### src/rtl/fetch_stall_ctrl.sv
// fetch_stall_ctrl: priority sequencer turning hazard/redirect requests into one fetch command per cycle.
// Optional stall-cycle perf counter enabled by defining FETCH_PERF_CNT_EN.
module fetch_stall_ctrl #(
    parameter int PC_WIDTH   = 16,
    parameter int BR_TIMEOUT = 7,
    parameter int CNT_W      = 3
) (
    input  logic                I_CLOCK,
    input  logic                I_RESET,
    input  logic                I_LOCK,
    input  logic                I_BranchStallSignal,
    input  logic                I_DepStallSignal,
    input  logic                I_FRAMESTALL,
    input  logic                I_BranchAddrSelect,
    input  logic [PC_WIDTH-1:0] I_BranchPC,
    output logic                O_FetchEn,
    output logic                O_FetchStall,
    output logic                O_PCSel,
    output logic [PC_WIDTH-1:0] O_TargetPC,
    output logic [2:0]          O_State,
    output logic                O_BrTimeout,
    output logic [15:0]         O_StallCycles
);
    typedef enum logic [2:0] {IDLE, RUN, DEP, BRWAIT, REDIR, FRAME} state_t;

    state_t               state, state_nx;
    logic [CNT_W-1:0]     cnt;
    logic                 timeout_hit;

    // cnt holds completed BRWAIT cycles, so the last allowed cycle sees BR_TIMEOUT-1
    always_comb begin
        timeout_hit = (state == BRWAIT) && (cnt == CNT_W'(BR_TIMEOUT - 1));
        state_nx    = RUN;
        if (!I_LOCK)
            state_nx = IDLE;
        else if (I_BranchAddrSelect)
            state_nx = REDIR;
        else if (state == BRWAIT)
            state_nx = timeout_hit ? RUN : BRWAIT;
        else if (I_FRAMESTALL)
            state_nx = FRAME;
        else if (I_BranchStallSignal && !I_DepStallSignal)
            state_nx = BRWAIT;
        else if (I_DepStallSignal)
            state_nx = DEP;
    end

    always_ff @(posedge I_CLOCK) begin
        if (I_RESET) begin
            state       <= IDLE;
            cnt         <= '0;
            O_TargetPC  <= '0;
            O_BrTimeout <= 1'b0;
        end else begin
            state <= state_nx;
            cnt   <= (state == BRWAIT && state_nx == BRWAIT) ? cnt + 1'b1 : '0;
            if (state_nx == REDIR)
                O_TargetPC <= I_BranchPC;
            if (timeout_hit && state_nx == RUN)
                O_BrTimeout <= 1'b1;
        end
    end

    assign O_FetchEn    = (state == RUN) || (state == REDIR);
    assign O_FetchStall = (state == IDLE) || (state == BRWAIT);
    assign O_PCSel      = (state == REDIR);
    assign O_State      = state;

`ifdef FETCH_PERF_CNT_EN
    logic [15:0] stall_cnt;

    always_ff @(posedge I_CLOCK) begin
        if (I_RESET)
            stall_cnt <= '0;
        else if ((state == DEP || state == BRWAIT || state == FRAME) && stall_cnt != 16'hFFFF)
            stall_cnt <= stall_cnt + 16'd1;
    end

    assign O_StallCycles = stall_cnt;
`else
    assign O_StallCycles = 16'd0;
`endif
endmodule
### config.mk
export PLATFORM = sky130hd
export DESIGN_NAME = fetch_stall_ctrl
export DESIGN_NICKNAME = d
export VERILOG_FILES = /design/src/rtl/fetch_stall_ctrl.sv
export SDC_FILE = /design/constraint.sdc
export NUM_CORES = 1
export LEC_CHECK = 0
export ABC_AREA = 1
export ABC_CLOCK_PERIOD_IN_PS = 940
export CORE_UTILIZATION = 34
export DETAILED_ROUTE_END_ITERATION = 8
export GPL_TIMING_DRIVEN = 0
export HOLD_SLACK_MARGIN = 0.08
export PLACE_DENSITY = 0.75
export SYNTH_ARGS = -nofsm -noshare
export SYNTH_HDL_FRONTEND = slang
export SYNTH_SLANG_ARGS = --single-unit
### constraint.sdc
create_clock -name I_CLOCK -period 0.94 [get_ports I_CLOCK]
set_input_delay 0.094 -clock I_CLOCK [delete_from_list [all_inputs] [get_ports I_CLOCK]]
set_output_delay 0.094 -clock I_CLOCK [all_outputs]
set_load 0.005 [all_outputs]
==> impl_metrics.tcl <==
set metrics [dict create \
    vias 1016 \
    slew_viol_final 0 \
    p_leak_nw 0.7808 \
    worst-path-max-fanout 3 \
    grt_antenna_before_repair 0 \
    synth_top_area_share_pct 41.87 \
    grt_max_degree 14 \
    ir_drop_mv 0.5789 \
    port_buffers 45 \
    grt_usage_pct 14.92 \
    layout_min_cycle_time_ns 1.221 \
    yosysWarnings 0 \
    netSwitchingPower_uw 489.0 \
    dr.pass1.iters 5 \
    crit_required_ns 0.85 \
    critical_path.endpoint_type "output pin" \
    rsz0062_at_grt "true" \
    powerDensity_nw_per_um2 1091 \
    maxCapViolCount 0 \
    area_growth_pct 58.02 \
    final_cell_mix "nand2_1 (24), buf_2 (23), buf_4 (21)" \
    crit_chain "or2_4 > o21ai_2 > buf_2" \
    cpPeakStageDelay_ns 0.35 \
    clk_latency_ns 0.31 \
    pwr-share-seq_pct 54.5 \
    drive_above_1_share_pct 55.72 \
    core_area_um2 3053 \
    critical_path_class "reg -> out" \
    die_area_um2 3466 \
    final_net_count 227 \
    avgSynthCellArea_um2 8.460 \
    cts_sinks 23 \
    switching_share_pct 25.79 \
    grt_first_pass_wirelength_um 3960 \
    chipHeight_um 58.88 \
    netlist_area_um2 1100 \
    initial_core_util_pct 36.02 \
    numCtsBuffers 3 \
    first_global_vias 949 \
    place_congestion 0.6960 \
    internal_power_mw 1.407 \
    routed_via_density 4.147 \
    hold_class "in -> reg" \
    pwr-share-comb_pct 21.3 \
    synth-seq-cells 23 \
    outcome "complete, but fails checks" \
    drc_errors 0 \
    cts_hold_buf 0 \
    finalHoldViolCount 0 \
    cts_tree "built" \
    stdcell_count 245 \
    fin_crit_sh_pct 129.9 \
    violations "setup timing" \
    clk_pin_slew_ns 0.12 \
    grt.overflow.total 0 \
    drt-total-wl_um 2461 \
    antennaDiodeCount 0 \
    chipWidth_um 58.88 \
    worst_setup_path_start_kind "register" \
    cpMaxStageDelayCell "dfxtp_2" \
    first_iter_violations 26 \
    clk_path_buf_depth 2 \
    fmax_mhz 819.2 \
    pin_count 62 \
    arrival_ns 1.13 \
    cts.htree.levels 1 \
    wl_per_cell_um 10.04 \
    final-setup-viol-count 12 \
    synth.largest_area_cell "dfxtp_1" \
    synth_cells 130 \
    finClkSkew_ns 0.01159 \
    p_clk_share_pct 24.2 \
    root_buffer "clkbuf_4" \
    hpwlAfterDp_um 1847 \
    setup_slack_ns -0.2806 \
    synth.area.top_cells "dfxtp_1 (42%), buf_4 (11%), nand2_1 (8.5%), a21oi_2 (8.0%), nand2_2 (5.7%)" \
    detail-route-antenna-nets 0 \
    rows 20 \
    synth.distinct_cells 25 \
    seq_area_frac_synth_pct 41.87 \
    layout_commonest_cell "nand2_1" \
    utilization_pct 56.93 \
    placed_cells 234 \
]
-- final cells by class --
cell class / instances / area, um2
Inverter: 8 / 35.03
Fill cell: 301 / 1315
Timing Repair Buffer: 52 / 412.9
Buffer: 20 / 157.7
Tap cell: 44 / 55.05
Clock buffer: 3 / 22.52
Clock inverter: 1 / 5.005
Sequential cell: 23 / 489.2
Multi-Input combinational cell: 94 / 560.5
-- flip-flops by register name (all words and copies together) (netlist names) --
signal,flops
cnt,3
O_BrTimeout,1
O_State,3
O_TargetPC,16
-- path summary, 6_finish.rpt --
path              start      endpoint  slack [ns]  cells past startpoint
max          O_State[0]  O_FetchStall       -0.28                      3
min              I_LOCK    O_State[2]        0.11                      3
max reg2reg  O_State[2]    O_State[2]       -0.16                      6
min reg2reg      cnt[0]        cnt[0]        0.44                      1
-- Yosys cell counts --
master    count
o211ai_2      1
o21ai_1       1
nand2_4       1
nor3_1        3
a21oi_2      10
inv_1         7
buf_4        16
a21oi_1       7
nand2_1      25
dfxtp_1      23
buf_2         3
nor2_4        1
nor2_1        6
nor2_2        1
inv_6         1
o22ai_1       1
nand4_1       1
nand2_2      10
o21ai_0       3
buf_12        1
ha_1          2
nand3_1       3
conb_1        1
xnor2_1       1
or2_2         1
-- through the flow --
stage	hold slack (ns)	TNS [ns]	instance area (um2)	power (mW)	setup slack [ns]
global placement	0.4350	-7.345	1662	1.450	-0.4490
finish	0.1106	-1.677	1738	1.896	-0.2806
detailed placement	0.4489	-7.977	1662	1.458	-0.4790
CTS	0.2789	-1.551	1702	1.899	-0.3022
global route	0.1239	-2.459	1738	2.004	-0.3511
floorplan	0.1708	0	1156	1.244	0.01544
-- what timing repair did --
item	4_1_cts	5_1_grt
setup endpoints to repair	39	23
resized for setup	124	13
setup buffers	6	1
pin swaps	4	3
-- worst max-delay path, delay by kind of cell (launching register included) --
kind	cells	cell delay, ns
compound gates	1	0.10
simple gates	1	0.26
buf+inv	1	0.12
flops	1	0.35
-- layer usage --
metal / up-vias / global-route usage (%) / part of all wire, %
li1: 526 / - / -
met1: 444 / 15.74 / 40
met2: 42 / 27.44 / 51
met3: 4 / 3.516 / 7.6
met4: 0 / 7.483 / 1.1
met5: - / 0 / 0
-- cells by family after synthesis --
family	Yosys count	synth area share, %
xor+xnor	1	0.7965
buf+inv	28	17.29
fa+ha+maj	2	2.275
other cells	1	0.3410
simple gates	52	22.75
flops	23	41.87
compound gates	23	14.67
-- power by group through the flow --
stage / logic, mW / clock network (mW) / registers (mW)
finish: 0.404 / 0.458 / 1.03
global route: 0.446 / 0.519 / 1.04
CTS: 0.395 / 0.471 / 1.03
detailed placement: 0.404 / 0 / 1.05
global placement: 0.397 / 0 / 1.05
floorplan: 0.188 / 0 / 1.06
(Power assumes the default switching activity.)
==> variant: new RTL, config.mk and constraints unchanged <==
Add a define of `FETCH_PERF_CNT_EN`.
--- a/src/rtl/fetch_stall_ctrl.sv
+++ b/src/rtl/fetch_stall_ctrl.sv
@@ -1,5 +1,7 @@
 // fetch_stall_ctrl: priority sequencer turning hazard/redirect requests into one fetch command per cycle.
 // Optional stall-cycle perf counter enabled by defining FETCH_PERF_CNT_EN.
+`define FETCH_PERF_CNT_EN
+
 module fetch_stall_ctrl #(
     parameter int PC_WIDTH   = 16,
     parameter int BR_TIMEOUT = 7,
Check against the original RTL: not equivalent (a bounded check fails within 4 cycles, from zero or initial values and one cycle with I_RESET high).
==> variant against the unedited design <==
- synthesized cell count rose by 110%
- wire length rose by 110%
- synthesized area rose by 73%
- sequential cell count rose by 16
- clock power rose to 2.7 times the old value
- count of clock-buffer cells in the layout rose by 4
- final area rose by 80%
- worst setup slack got worse by 0.16 ns
- utilization rose by 2.7 points
- total power rose by 77%
- the run still ends with negative setup slack left
- non-clock buffer count rose by 24
- clock skew fell by 0.011 ns
==> variant: results (changes against the unedited design) <==
{
  "postRouteWirelength": {"value": 5181, "unit": "um", "change": "+110%"},
  "yosys.area_share.adder": {"value": 1.972, "unit": "%", "change": "-0.30 points"},
  "finish.net_count": {"value": 394, "change": "+74%"},
  "netlist_top_cells_area": "sky130_fd_sc_hd__dfxtp_1 (41%), sky130_fd_sc_hd__nor2_1 (12%), sky130_fd_sc_hd__nand2_1 (12%)",
  "n_fill_cell": {"value": 467, "change": "+55%"},
  "buffers_excl_clock": {"value": 96, "change": "+33%"},
  "crit_path_to": "O_StallCycles[13]$_SDFFE_PP0P_",
  "grt_max_degree": {"value": 12, "change": "-2"},
  "numPortBuffers": {"value": 61, "change": "+36%"},
  "place_congestion": {"value": 0.8567, "change": "+23%"},
  "hpwl": {"value": 3380, "unit": "um", "change": "+83%"},
  "failed_checks": "negative setup slack",
  "final_setup_violation_count": {"value": 32, "change": "+20"},
  "finClkSkew": {"value": 0.0009734, "unit": "ns", "change": "-0.01062 ns"},
  "die_area": {"value": 5901, "unit": "um2", "change": "+70%"},
  "cts_repair_resize_count": {"value": 218, "change": "+76%"},
  "rr_startpoint": "O_StallCycles[1]$_SDFFE_PP0P_",
  "postCtsSetupRepairBufs": {"value": 21, "change": "+15"},
  "via_count": {"value": 2020, "change": "+99%"},
  "syn-instance-count": {"value": 273, "change": "+110%"},
  "area.sequential": {"value": 870.8, "unit": "um2", "change": "+78%"},
  "clock_tree_area_fraction": {"value": 3.126, "unit": "%", "change": "+1.5 points"},
  "placement.setup.worst_slack": {"value": -0.7301, "unit": "ns", "change": "-0.2511 ns"},
  "dp_cells": {"value": 404, "change": "+73%"},
  "clockRootBuffer": "sky130_fd_sc_hd__clkbuf_8",
  "final.setup.worst_slack": {"value": -0.4426, "unit": "ns", "change": "-0.1619 ns"},
  "layout.cell_area.non_filler": {"value": 3122, "unit": "um2", "change": "+80%"},
  "final_layout_size_suffix_gt1_share": {"value": 47.01, "unit": "%", "change": "-8.7 points"},
  "pwr-share-clk": {"value": 36.5, "unit": "%", "change": "+12 points"},
  "first_pass_grt_wire_length": {"value": 8286, "unit": "um", "change": "+110%"},
  "r2r_cells": {"value": 9, "change": "+3"},
  "nClkBuffers": {"value": 7, "change": "+4"},
  "slowest_stage": "sky130_fd_sc_hd__dfxtp_4",
  "multi_input_area_share": {"value": 36.55, "unit": "%", "change": "+4.3 points"},
  "post_synth_top_cells": "sky130_fd_sc_hd__nor2_1 (62), sky130_fd_sc_hd__nand2_1 (60), sky130_fd_sc_hd__dfxtp_1 (39)",
  "p_int": {"value": 2571, "unit": "uW", "change": "+83%"},
  "post_dp_cell_area": {"value": 2641, "unit": "um2", "change": "+59%"},
  "outcome": "finished, violations left"
}
[variant: cell count changes in the layout (fill, tap and decap cells not counted), moves of 6 or more]
cell | before | now
sky130_fd_sc_hd__buf_4 | 21 | 15
sky130_fd_sc_hd__nor2_1 | 6 | 52
sky130_fd_sc_hd__nand2_1 | 24 | 45
sky130_fd_sc_hd__o21ai_0 | 1 | 20
sky130_fd_sc_hd__buf_6 | 5 | 23
sky130_fd_sc_hd__clkbuf_8 | 0 | 6
sky130_fd_sc_hd__nor2_2 | 1 | 8
sky130_fd_sc_hd__clkbuf_2 | 0 | 14
sky130_fd_sc_hd__conb_1 | 16 | 0
sky130_fd_sc_hd__buf_2 | 23 | 14
sky130_fd_sc_hd__inv_1 | 6 | 19
sky130_fd_sc_hd__dfxtp_4 | 1 | 18
[variant: routing by layer]
layer	track usage [%]	vias to the layer above	share of wire [%]
met5	0	-	0
met4	3.654	0	1.2
met3	5.595	7	5.9
met2	29.64	54	48
met1	20.82	903	45
li1	-	1056	-
